<file path="src/rtl/logic_obs_shifter_pkg.sv">
// Shared types and constants for the PP3 LOGIC-cell observation shifter.
package pp3_logic_obs_pkg;

    // Readback FSM states. All four 2-bit codes are used.
    typedef enum logic [1:0] {
        ST_IDLE    = 2'd0,
        ST_CAPTURE = 2'd1,
        ST_SHIFT   = 2'd2,
        ST_FINISH  = 2'd3
    } obs_state_t;

    // Each LOGIC cell contributes one nibble to the frame.
    localparam int BITS_PER_CELL = 4;

    // Bit positions inside a cell nibble; TZ leaves the shifter first.
    localparam int TZ_POS = 0;
    localparam int CZ_POS = 1;
    localparam int QZ_POS = 2;
    localparam int FZ_POS = 3;

    // Assemble one cell's outputs into its frame nibble.
    function automatic logic [BITS_PER_CELL-1:0] pack_cell(
        input logic tz,
        input logic cz,
        input logic qz,
        input logic fz
    );
        logic [BITS_PER_CELL-1:0] nib;
        nib         = '0;
        nib[TZ_POS] = tz;
        nib[CZ_POS] = cz;
        nib[QZ_POS] = qz;
        nib[FZ_POS] = fz;
        return nib;
    endfunction

endpackage

</file>
<file path="src/rtl/logic_obs_rst_sync.sv">
// Two-flop reset synchroniser: asserts asynchronously, releases on the
// second rising clock edge after rst_n goes high.
module logic_obs_rst_sync (
    input  logic clk,
    input  logic rst_n,
    output logic rst_n_sync
);

    logic meta;

    // Shift a constant 1 through two flops; any rst_n low clears both at once.
    always_ff @(posedge clk or negedge rst_n) begin
        if (!rst_n) begin
            meta       <= 1'b0;
            rst_n_sync <= 1'b0;
        end else begin
            meta       <= 1'b1;
            rst_n_sync <= meta;
        end
    end

endmodule

</file>
<file path="src/rtl/logic_obs_shifter.sv">
// Readback stage for a column of PP3 LOGIC cells: snapshots TZ/CZ/QZ/FZ of
// every cell into a shadow register and streams it out LSB first.
//
// Handshake: SO/SO_VALID/SO_LAST are driven from registered state only; a bit
// is transferred on a rising QCK edge where SO_VALID && SO_READY. While
// SO_VALID is high and SO_READY is low, SO and SO_LAST hold their value.
module logic_obs_shifter
    import pp3_logic_obs_pkg::*;
#(
    parameter int NUM_CELLS = 8
) (
    input  logic                 QCK,
    input  logic                 QRT_N,
    input  logic                 CAP_REQ,
    input  logic [NUM_CELLS-1:0] TZ,
    input  logic [NUM_CELLS-1:0] CZ,
    input  logic [NUM_CELLS-1:0] QZ,
    input  logic [NUM_CELLS-1:0] FZ,
    output logic                 SO,
    output logic                 SO_VALID,
    input  logic                 SO_READY,
    output logic                 SO_LAST,
    output logic                 BUSY,
    output logic                 DONE,
    output logic [7:0]           FRAME_CNT,
    output logic [1:0]           dbg_state
);

    localparam int FRAME_W = BITS_PER_CELL * NUM_CELLS;
    localparam int CNT_W   = $clog2(FRAME_W + 1);
    localparam logic [CNT_W-1:0] LAST_IDX = CNT_W'(FRAME_W - 1);

    logic               rst_n_sync;
    obs_state_t         state;
    obs_state_t         state_nxt;
    logic [FRAME_W-1:0] shadow;
    logic [FRAME_W-1:0] capture_word;
    logic [CNT_W-1:0]   bit_cnt;
    logic [7:0]         frame_cnt;
    logic               in_shift;
    logic               at_last;
    logic               handshake;

    logic_obs_rst_sync u_rst_sync (
        .clk        (QCK),
        .rst_n      (QRT_N),
        .rst_n_sync (rst_n_sync)
    );

    assign in_shift  = (state == ST_SHIFT);
    assign at_last   = (bit_cnt == LAST_IDX);
    assign handshake = in_shift && SO_READY;

    // Gather the live cell outputs into frame order: cell 0 in the low nibble.
    always_comb begin
        capture_word = '0;
        for (int i = 0; i < NUM_CELLS; i++) begin
            capture_word[i*BITS_PER_CELL +: BITS_PER_CELL] =
                pack_cell(TZ[i], CZ[i], QZ[i], FZ[i]);
        end
    end

    // State register; reset is released through the synchroniser.
    always_ff @(posedge QCK or negedge rst_n_sync) begin
        if (!rst_n_sync) begin
            state <= ST_IDLE;
        end else begin
            state <= state_nxt;
        end
    end

    // Next-state logic. CAP_REQ is only looked at in IDLE, so requests
    // arriving mid-frame are dropped rather than queued.
    always_comb begin
        state_nxt = state;
        case (state)
            ST_IDLE: begin
                if (CAP_REQ) begin
                    state_nxt = ST_CAPTURE;
                end
            end
            ST_CAPTURE: begin
                state_nxt = ST_SHIFT;
            end
            ST_SHIFT: begin
                if (handshake && at_last) begin
                    state_nxt = ST_FINISH;
                end
            end
            ST_FINISH: begin
                state_nxt = ST_IDLE;
            end
            default: begin
                state_nxt = ST_IDLE;
            end
        endcase
    end

    // Shadow register and bit counter: load during CAPTURE, shift on handshake.
    // The counter wraps to 0 on the last bit so it never passes FRAME_W-1.
    always_ff @(posedge QCK or negedge rst_n_sync) begin
        if (!rst_n_sync) begin
            shadow  <= '0;
            bit_cnt <= '0;
        end else if (state == ST_CAPTURE) begin
            shadow  <= capture_word;
            bit_cnt <= '0;
        end else if (handshake) begin
            shadow  <= {1'b0, shadow[FRAME_W-1:1]};
            bit_cnt <= at_last ? '0 : bit_cnt + 1'b1;
        end
    end

    // Completed-frame counter, bumped as FINISH is left; wraps naturally at 8 bits.
    always_ff @(posedge QCK or negedge rst_n_sync) begin
        if (!rst_n_sync) begin
            frame_cnt <= '0;
        end else if (state == ST_FINISH) begin
            frame_cnt <= frame_cnt + 8'd1;
        end
    end

    // Outputs decode directly from registered state, so they fall to zero the
    // moment reset is asserted.
    always_comb begin
        SO        = in_shift & shadow[0];
        SO_VALID  = in_shift;
        SO_LAST   = in_shift & at_last;
        BUSY      = (state != ST_IDLE);
        DONE      = (state == ST_FINISH);
        FRAME_CNT = frame_cnt;
        dbg_state = state;
    end

endmodule

</file>
<file path="config.mk">
export PLATFORM = sky130hd
export DESIGN_NAME = logic_obs_shifter
export DESIGN_NICKNAME = d
export VERILOG_FILES = /design/src/rtl/logic_obs_shifter_pkg.sv /design/src/rtl/logic_obs_rst_sync.sv /design/src/rtl/logic_obs_shifter.sv
export SDC_FILE = /design/constraint.sdc
export NUM_CORES = 1
export LEC_CHECK = 0
export ABC_AREA = 0
export CELL_PAD_IN_SITES_DETAIL_PLACEMENT = 0
export CELL_PAD_IN_SITES_GLOBAL_PLACEMENT = 1
export CORE_MARGIN = 2
export CORE_UTILIZATION = 40
export DETAILED_ROUTE_END_ITERATION = 6
export MAX_ROUTING_LAYER = met4
export PLACE_DENSITY = 0.9
export SKIP_CTS_REPAIR_TIMING = 1
export SLEW_MARGIN = 20
export SYNTH_ARGS = -nofsm -noshare
export SYNTH_HDL_FRONTEND = slang
export SYNTH_SLANG_ARGS = --single-unit
export TNS_END_PERCENT = 50
</file>
<file path="constraint.sdc">
create_clock -name QCK -period 3 [get_ports QCK]
set_input_delay 0.75 -clock QCK [delete_from_list [all_inputs] [get_ports QCK]]
set_output_delay 0.75 -clock QCK [all_outputs]
set_load 0.01 [all_outputs]
</file>
==> parameters.txt <==
Parameter                              Value

Status
  Result of the run    complete, no violations

Final layout
  P&R area growth vs syn    27.8%
  Ratio of cells with drive above 1 in the final layout    7.12%
  Most frequent cells in the layout    clkdlybuf4s50_1 (50), dfrtp_1 (49), nand2_1 (39)
  # fillers    516
  Total inserted antenna cells    0
  Register area    1250 sq um
  Commonest non-fill, non-tap cell in the layout    clkdlybuf4s50_1
  Total area of multi-input combinational cells    1020 sq um
  Non-Filler Instances    339
  Final-stage net count    309
  Final cell area excluding filler cells    3000 sq um

Worst setup path
  Worst reg2reg path endpoint    shadow[9]$_DFFE_PN0P_
  Largest fanout on the critical path    7
  Start point of the critical path    dbg_state[0]$_DFFE_PN0P_
  Crit Path Category    reg2out
  CP Launch Type    flip-flop
  Reg-to-reg critical path startpoint    dbg_state[0]$_DFFE_PN0P_
  Endpoint required time on the critical path    2.25 ns
  Worst r2r path cells    6
  Arrival time at the worst endpoint    1.84 ns
  Destination of the critical timing path    SO_LAST
  Kind of end point of the critical path    primary output
  Setup slack of the worst register-to-register path    1.12 ns

GRT
  Overall fraction of global-route tracks in use    14.9%
  GRT overflow    0
  Wire length of the first global-routing pass    7310 microns
  Number of global-route vias before repair    1631
  Initial antenna violation count    0
  Pin count of the biggest net entering global routing    49

STA
  RSZ-0062 raised after global routing    no
  Upper clock frequency limit    0.386 GHz
  Final hold violations    0
  Clock skew    0.00669 ns
  Tightest slew margin relative to the limit    57.9%
  Worst Max-Slew Pin Slew    0.631 ns
  Period minus WS final    2.59 ns
  Slack of the critical path    0.410 ns
  Post-Route Setup TNS    0 ns
  Final number of setup-violating endpoints    0
  Final count of pins violating max slew    0
  Share of the clock period used by the worst path after layout    86.3%

Synth
  Total of warnings raised by yosys    0
  Sequential cell area fraction in the yosys report    53.4%
  Mean cell area of the mapped netlist    10.8 sq um
  Number of instances in the synthesized netlist    218
  Register bit count reported by yosys    50
  Post-synth net total    261
  Post-synth top area share    53.4%
  Cell area after technology mapping    2340 sq um
  Most area-consuming cells after synthesis    dfrtp_1 (53%), mux2i_1 (13%), o21ai_0 (7.0%)
  Area leader, netlist    dfrtp_1
  Number of distinct library cells after synthesis    28

Run
  Count of maximum capacitance violations    0

Drt
  Vias after detailed routing    1640
  Remaining DRCs    0
  Via-to-Cell Ratio    4.84
  Highest signal layer in the routed design    met4
  Wire length after detailed routing    4090 microns
  Met3 wire len    183 microns
  Met1 Routed Length    2050 microns
  First-pass iteration count of the detailed router    3
  Violation count after the first detailed-route iteration    84
  Number of antenna-violating nets in the routed design    0
  Wirelength per Cell    12.1 microns
  Wire length on met2    1800 microns

Floorplanning
  Die outline area    6490 sq um
  Number of rows created at floorplan    27
  Initial cell density of the core    42.1%
  Die width    80.6 microns
  Height of the chip    80.6 microns
  Core Footprint    5570 sq um
  Ports    51

Clock network
  CTS clock-pin slew for the worst setup and hold paths    0.08 ns
  Clk buf depth    2
  Num CTS Buffers    5
  CTS tree    built
  # H-tree levels    2
  Clock Sinks    50
  Cell at the root of the clock tree    clkbuf_8
  Later-pin clock latency in the skew report    0.30 ns

Placement
  DPL Wire Length    2910 microns
  Count of buffers inserted at the top-level ports    50
  Cells after DPL    331
  RePlAce Congestion    0.738
  Instance area after placement    2900 sq um
  Pre-CTS worst setup slack    0.695 ns

Worst hold path
  Tightest Hold Check Type    reg2async

Power and ir drop
  Internal power summed over all cells    1.64 mW
  Peak ir drop on the vdd network    0.427 mV
  Part of the total power dissipated in combinational logic    39.4%
  Sequential share of power    44.9%
  Switching Power    0.885 mW
  Static leakage power    1.44 nW
  Sw Share    35.0%
  Part of the total power dissipated in the clock network    15.7%
  Total power density per cell area    843 nW/um^2
==> area by class of cell <==
type / count / share of cell area (%)
clock buffers: 7 / 2.88
clock inverters: 1 / 0.167
inverters: 3 / 0.376
multi-input cells: 154 / 34.1
flip-flops and latches: 50 / 41.9
well taps: 72 / 3.01
repair buffers: 52 / 17.6
==> cells by family (layout without fill, tap and decap cells) <==
| logic type | after synthesis | in the layout | synth area share [%] |
|---|---|---|---|
| compound gates | 38 | 38 | 8.43 |
| xor+xnor | 11 | 11 | 4.11 |
| fa+ha+maj | 7 | 7 | 3.74 |
| buf+inv | 14 | 63 | 3.20 |
| flops | 50 | 50 | 53.4 |
| mux | 33 | 33 | 14.2 |
| other cells | 1 | 1 | 0.160 |
| simple gates | 64 | 64 | 12.8 |
==> power groups by stage <==
stage	combinational, mW	clock, mW	sequential, mW
4_1_cts	1.01	0.410	1.14
6_report	0.995	0.397	1.13
3_3_place_gp	0.985	0	1.14
2_1_floorplan	0.686	0	1.12
5_1_grt	1.14	0.440	1.18
3_5_place_dp	1.01	0	1.15
==> flip-flops by register name, indices dropped and copies added, names as in the netlist <==
name and count:
FRAME_CNT 8, bit_cnt 6, dbg_state 2, shadow 32, u_rst_sync.meta 1, u_rst_sync.rst_n_sync 1
==> synthesized netlist by cell type, drive strengths merged <==
cell	number
dfrtp	50
nand2	40
o21ai	33
mux2i	31
clkbuf	8
ha	7
xor2	7
nor2	6
nand4	5
and2	4
xnor2	4
a21oi	3
and3	3
buf	3
inv	3
mux2	2
nand3	2
nor3	2
conb	1
nor2b	1
o211ai	1
o32a	1
or3	1
==> how the worst min path moves through the flow <==
stage | from | cells past startpoint | slack, ns | to
after global placement | u_rst_sync.meta$_DFF_PN0_ | 0 | 0.34 | u_rst_sync.rst_n_sync$_DFF_PN0_
after detailed placement | u_rst_sync.meta$_DFF_PN0_ | 0 | 0.34 | u_rst_sync.rst_n_sync$_DFF_PN0_
after floorplan | u_rst_sync.meta$_DFF_PN0_ | 0 | 0.33 | u_rst_sync.rst_n_sync$_DFF_PN0_
final | u_rst_sync.rst_n_sync$_DFF_PN0_ | 0 | 0.34 | shadow[11]$_DFFE_PN0P_
after global routing | u_rst_sync.meta$_DFF_PN0_ | 0 | 0.37 | u_rst_sync.rst_n_sync$_DFF_PN0_
after CTS | u_rst_sync.meta$_DFF_PN0_ | 0 | 0.36 | u_rst_sync.rst_n_sync$_DFF_PN0_
==> worst max-delay path, stage by stage (launching register included) <==
cell and delay [ns]:
dfrtp_1 0.43, inv_1 0.12, ha_1 0.29, and2_2 0.18, clkdlybuf4s50_1 0.52
==> per-layer routing <==
metal  vias to the layer above  track usage, %
met1                       758            19.3
li1                        840               -
met2                        35            23.2
met3                         7            3.82
met5                         -               -
met4                         0            4.58
==> stage by stage <==
stage	hold WS (ns)	util, %	power [mW]
after global placement	0.336	52.1	2.12
final	0.344	53.8	2.53
after global routing	0.374	53.8	2.75
after floorplan	0.331	-	1.81
after detailed placement	0.339	52.1	2.16
after CTS	0.360	53.7	2.56
(Power assumes the default switching activity.)
